$ cat config.mk
export PLATFORM = sky130hd
export DESIGN_NAME = gate_op_scheduler
export DESIGN_NICKNAME = d
export VERILOG_FILES = /design/src/rtl/gate_op_scheduler.sv
export SDC_FILE = /design/constraint.sdc
export NUM_CORES = 1
export LEC_CHECK = 0
export BUFFER_PORTS_ARGS = -buffer_cell sky130_fd_sc_hd__buf_2
export CORE_MARGIN = 5
export CORE_UTILIZATION = 54
export CTS_BUF_LIST = sky130_fd_sc_hd__clkbuf_4 sky130_fd_sc_hd__clkbuf_8
export DETAILED_ROUTE_END_ITERATION = 12
export PLACE_DENSITY = 0.89
export SETUP_SLACK_MARGIN = 0.1
export SYNTH_ARGS = -nofsm -noshare
export SYNTH_HDL_FRONTEND = slang
export SYNTH_SLANG_ARGS = --single-unit
export TNS_END_PERCENT = 1
$ cat constraint.sdc
create_clock -name clk -period 4.71 [get_ports clk]
set_input_delay 0.2355 -clock clk [delete_from_list [all_inputs] [get_ports clk]]
set_output_delay 0.2355 -clock clk [all_outputs]
set_load 0.01 [all_outputs]
$ cat src/rtl/gate_op_scheduler.sv
// Round-robin scheduler sharing one registered NAND/OR/NOT/XOR unit among NREQ requesters.
// Optional completed-operation counter enabled by defining GATE_OP_SCHED_STATS_EN.
module gate_op_scheduler #(
  parameter int unsigned WIDTH = 8,
  parameter int unsigned NREQ  = 4
) (
  input  logic                    clk,
  input  logic                    rst,
  input  logic [NREQ-1:0]         req,
  input  logic [2*NREQ-1:0]       op,
  input  logic [WIDTH*NREQ-1:0]   a,
  input  logic [WIDTH*NREQ-1:0]   b,
  output logic [NREQ-1:0]         gnt,
  output logic                    res_valid,
  input  logic                    res_ready,
  output logic [1:0]              res_id,
  output logic [WIDTH-1:0]        res_data,
  output logic                    busy,
  output logic [15:0]             ops_done
);

  localparam int unsigned IDW   = 2;
  localparam int unsigned OPW   = 2;
  localparam int unsigned CNT_W = 16;

  typedef enum logic [1:0] {
    S_IDLE = 2'd0,
    S_EXEC = 2'd1,
    S_RESP = 2'd2
  } state_e;

  typedef struct packed {
    logic [OPW-1:0]   op;
    logic [WIDTH-1:0] a;
    logic [WIDTH-1:0] b;
    logic [IDW-1:0]   id;
  } gate_cmd_t;

  state_e           state_q;
  logic [IDW-1:0]   rr_q;
  gate_cmd_t        cmd_q;
  logic             res_valid_q;
  logic [IDW-1:0]   res_id_q;
  logic [WIDTH-1:0] res_data_q;
  logic             busy_q;

  logic [IDW-1:0]   cand   [NREQ];
  logic             pick_found;
  logic [IDW-1:0]   pick_idx;
  logic [WIDTH-1:0] alu_res;
  logic [IDW-1:0]   rr_d;

  // Search order: rr, rr+1, ... wrapping modulo NREQ.
  always_comb begin
    for (int unsigned i = 0; i < NREQ; i++) begin
      cand[i] = IDW'((32'(rr_q) + i) % NREQ);
    end
  end

  always_comb begin
    pick_found = 1'b0;
    pick_idx   = '0;
    for (int unsigned i = 0; i < NREQ; i++) begin
      if (!pick_found && req[cand[i]]) begin
        pick_found = 1'b1;
        pick_idx   = cand[i];
      end
    end
  end

  // Grant is only offered while idle; it is the accept strobe for the chosen requester.
  always_comb begin
    gnt = '0;
    if (state_q == S_IDLE && pick_found) begin
      gnt[pick_idx] = 1'b1;
    end
  end

  always_comb begin
    unique case (cmd_q.op)
      2'b00:   alu_res = ~(cmd_q.a & cmd_q.b);
      2'b01:   alu_res = cmd_q.a | cmd_q.b;
      2'b10:   alu_res = ~cmd_q.a;
      default: alu_res = cmd_q.a ^ cmd_q.b;
    endcase
  end

  assign rr_d = IDW'((32'(cmd_q.id) + 32'd1) % NREQ);

  always_ff @(posedge clk or posedge rst) begin
    if (rst) begin
      state_q     <= S_IDLE;
      rr_q        <= '0;
      cmd_q       <= '0;
      res_valid_q <= 1'b0;
      res_id_q    <= '0;
      res_data_q  <= '0;
      busy_q      <= 1'b0;
    end else begin
      unique case (state_q)
        S_IDLE: begin
          if (pick_found) begin
            cmd_q.op <= op[OPW*pick_idx +: OPW];
            cmd_q.a  <= a[WIDTH*pick_idx +: WIDTH];
            cmd_q.b  <= b[WIDTH*pick_idx +: WIDTH];
            cmd_q.id <= pick_idx;
            busy_q   <= 1'b1;
            state_q  <= S_EXEC;
          end
        end
        S_EXEC: begin
          res_data_q  <= alu_res;
          res_id_q    <= cmd_q.id;
          rr_q        <= rr_d;
          res_valid_q <= 1'b1;
          state_q     <= S_RESP;
        end
        S_RESP: begin
          // Completion always passes through IDLE before the next grant.
          if (res_ready) begin
            res_valid_q <= 1'b0;
            busy_q      <= 1'b0;
            state_q     <= S_IDLE;
          end
        end
        default: begin
          res_valid_q <= 1'b0;
          busy_q      <= 1'b0;
          state_q     <= S_IDLE;
        end
      endcase
    end
  end

  assign res_valid = res_valid_q;
  assign res_id    = res_id_q;
  assign res_data  = res_data_q;
  assign busy      = busy_q;

`ifdef GATE_OP_SCHED_STATS_EN
  logic [CNT_W-1:0] ops_done_q;
  logic [CNT_W-1:0] ops_done_d;

  // Saturating count of completed result transfers.
  always_comb begin
    ops_done_d = ops_done_q;
    if (res_valid_q && res_ready && ops_done_q != {CNT_W{1'b1}}) begin
      ops_done_d = ops_done_q + CNT_W'(1);
    end
  end

  always_ff @(posedge clk or posedge rst) begin
    if (rst) begin
      ops_done_q <= '0;
    end else begin
      ops_done_q <= ops_done_d;
    end
  end

  assign ops_done = ops_done_q;
`else
  assign ops_done = CNT_W'(0);
`endif

endmodule

==> metrics.txt <==
area grow syn2layout=18.4%; placed cell count=411; via count=2233; clk_lat worst skew=0.29 ns; Congestion Overflow GR=0; Top FF cell, synth=dfrtp_1; final count of hold timing violations=0; first-pass GRT wire length=10.5 mm; Power Dens Cells=588 nW/um^2; Slew HR=0.226; die width=79.9 microns; fin nets=446; max frequency=0.343 GHz; register area share after synthesis=0.342; Final Slew Violations=0; count leader, synth=dfrtp_1; type of origin of the critical path=flop; post-layout minimum cycle time=2.92 ns; WL final=6.51 mm; gr usage total=0.210; Die ar.=6380 sq um; Rows=25; share of layout cells above drive strength 1=0.364; crit path kind=reg2out; Mapped Cells=267; flops & latches, synth=36; pin count of the biggest net entering global routing=37; core region area=4720 sq um; main area contributors after synthesis=dfrtp_1 (34%), ha_1 (7.6%), mux2i_1 (7.6%), a211oi_1 (6.8%), mux4_2 (6.8%); Finished Layout Cells=419; First DRT Iteration DRCs=165; ANT nets after route=0; unrepaired setup endpoints after global routing=no; synthesized area per cell=9.88 sq um; crit-path max cell delay=0.81 ns; CTS clk-pin slew, worst paths=0.07 ns; status=finished clean; crit path max-delay cell type=nand2_1; Min Hold Slack=0.0521 ns; Max Clock Skew=0.00701 ns; Port Buffer Count=94; Max-cap violations=0; vias per cell=5.33; # setup viols final=0; worst path cell trace=mux2i_1 > nand2_1 > nand2_1 > nor3_1 > buf_2; CTS Buf Count=5; crit-path max FO=20; crit path DAT=2.68 ns; 1st-pass router iterations=4; setup TNS=0 ns; Final period util=0.620; commonest cells in the netlist=dfrtp_1 (36), inv_1 (28), a211oi_1 (24), buf_4 (22), nor2_1 (21); worst-margin pin slew=1.16 ns; initial antenna violation count=0; Initial Utilization=0.558; GP Congestion=0.850; post-synth top area cell=dfrtp_1; total power=1.84 mW; cts repair resizes=0; CP most frequent cell=nand2_1; Die H=79.9 microns; Worst Path Required=4.47 ns; Longest Clk Path Bufs=2; synthesized area=2640 sq um; Hold Path Class=in2async; DP HPWL=4.95 mm; DRC viols=0; DR WL/cell=15.5 microns; root buffer cell=clkbuf_8; Post-synth EDFFs=0; vias in the first global route=2308; yosys warns=0; Max H-tree Level=2; # hold bufs at CTS=0; R2R Setup Slk=2.11 ns; type of element capturing the critical path=primary output; maximum vdd ir drop=324 uV; Synth async-reset ratio=1.00; Lkg Pwr=1.62 nW; Inserted Diodes=0; final core utilization=0.661; Unique masters post-synth=32; Synth top area share=0.342; CTS tree=yes; Post-CTS Setup Bufs=0; I/O pin total=111; clock sink total=36
flip-flops by register name, summed over array words and instances, names as in the netlist:
| name | cells |
|---|---|
| cmd_q | 20 |
| busy | 1 |
| res_valid | 1 |
| rr_q | 2 |
| res_id | 2 |
| res_data | 8 |
| state_q | 2 |
cell usage in the layout, fill, tap and decap left out, types with 2 or more instances in the layout:
master and instances:
buf_2 94, dfrtp_1 36, inv_1 28, a211oi_1 24, nor2_1 21, mux2i_1 20
a21boi_0 18, nand2_1 16, ha_1 16, conb_1 16, o21ai_0 13, a211oi_2 12
mux4_2 8, clkbuf_8 6, o21a_1 3, a21oi_1 2, nor3_1 2, clkbuf_4 2
buf_4 2
path summary, 6_finish.rpt:
| path | startpoint | depth (start not counted) | end |
|---|---|---|---|
| max | rr_q[1] | 5 | gnt[1] |
| min | rst | 3 | res_valid |
| max reg2reg | rr_q[1] | 5 | cmd_q[9] |
| min reg2reg | busy | 2 | busy |
| max in group asynchronous | rst | 3 | cmd_q[10] |
| min in group clk | res_ready | 4 | state_q[1] |
final cells by class:
class,count,area (sq um)
fill,369,1600
multi-input combinational,183,1450
tap,67,83.8
sequential,36,901
clock buffer,8,97.6
inverter,29,110
timing repair buffer,96,485
per-layer routing:
layer | part of all wire | vias up | global-route usage
met2 | 0.51 | 79 | 0.370
met4 | 0.019 | 0 | 0.0811
met1 | 0.40 | 1073 | 0.264
met3 | 0.063 | 11 | 0.0214
met5 | 0 | - | 0
li1 | - | 1070 | -
power by group:
group          total [mW]  switching [mW]  internal (mW)
sequential          0.625           0.156          0.469
combinational       0.972           0.526          0.446
clock               0.238           0.108          0.131
total                1.84           0.789           1.05
metrics by stage:
stage / setup WS, ns / cell area [sq um]
6_report: 1.79 / 3120
5_1_grt: 1.50 / 3120
4_1_cts: 1.81 / 3120
3_5_place_dp: 2.13 / 3030
3_3_place_gp: 2.21 / 3030
2_1_floorplan: 3.07 / 2690
worst max-delay path: cells and delay by family, from the launching register on:
kind,cells,cell delay [ns]
flops,1,0.42
buf+inv,1,0.17
mux,1,0.15
simple gates,3,1.65
cells by family after synthesis:
logic type / after synthesis / synth area share
AOI/OAI and AO/OA: 75 / 0.224
xor gates and xnor gates: 1 / 0.00332
adders and majority gates: 16 / 0.0759
buffers and inverters: 63 / 0.132
DFF: 36 / 0.342
muxes: 29 / 0.148
other: 1 / 0.00142
and+or+nand+nor: 46 / 0.0731
No activity file was read; power rests on OpenSTA's default activity.
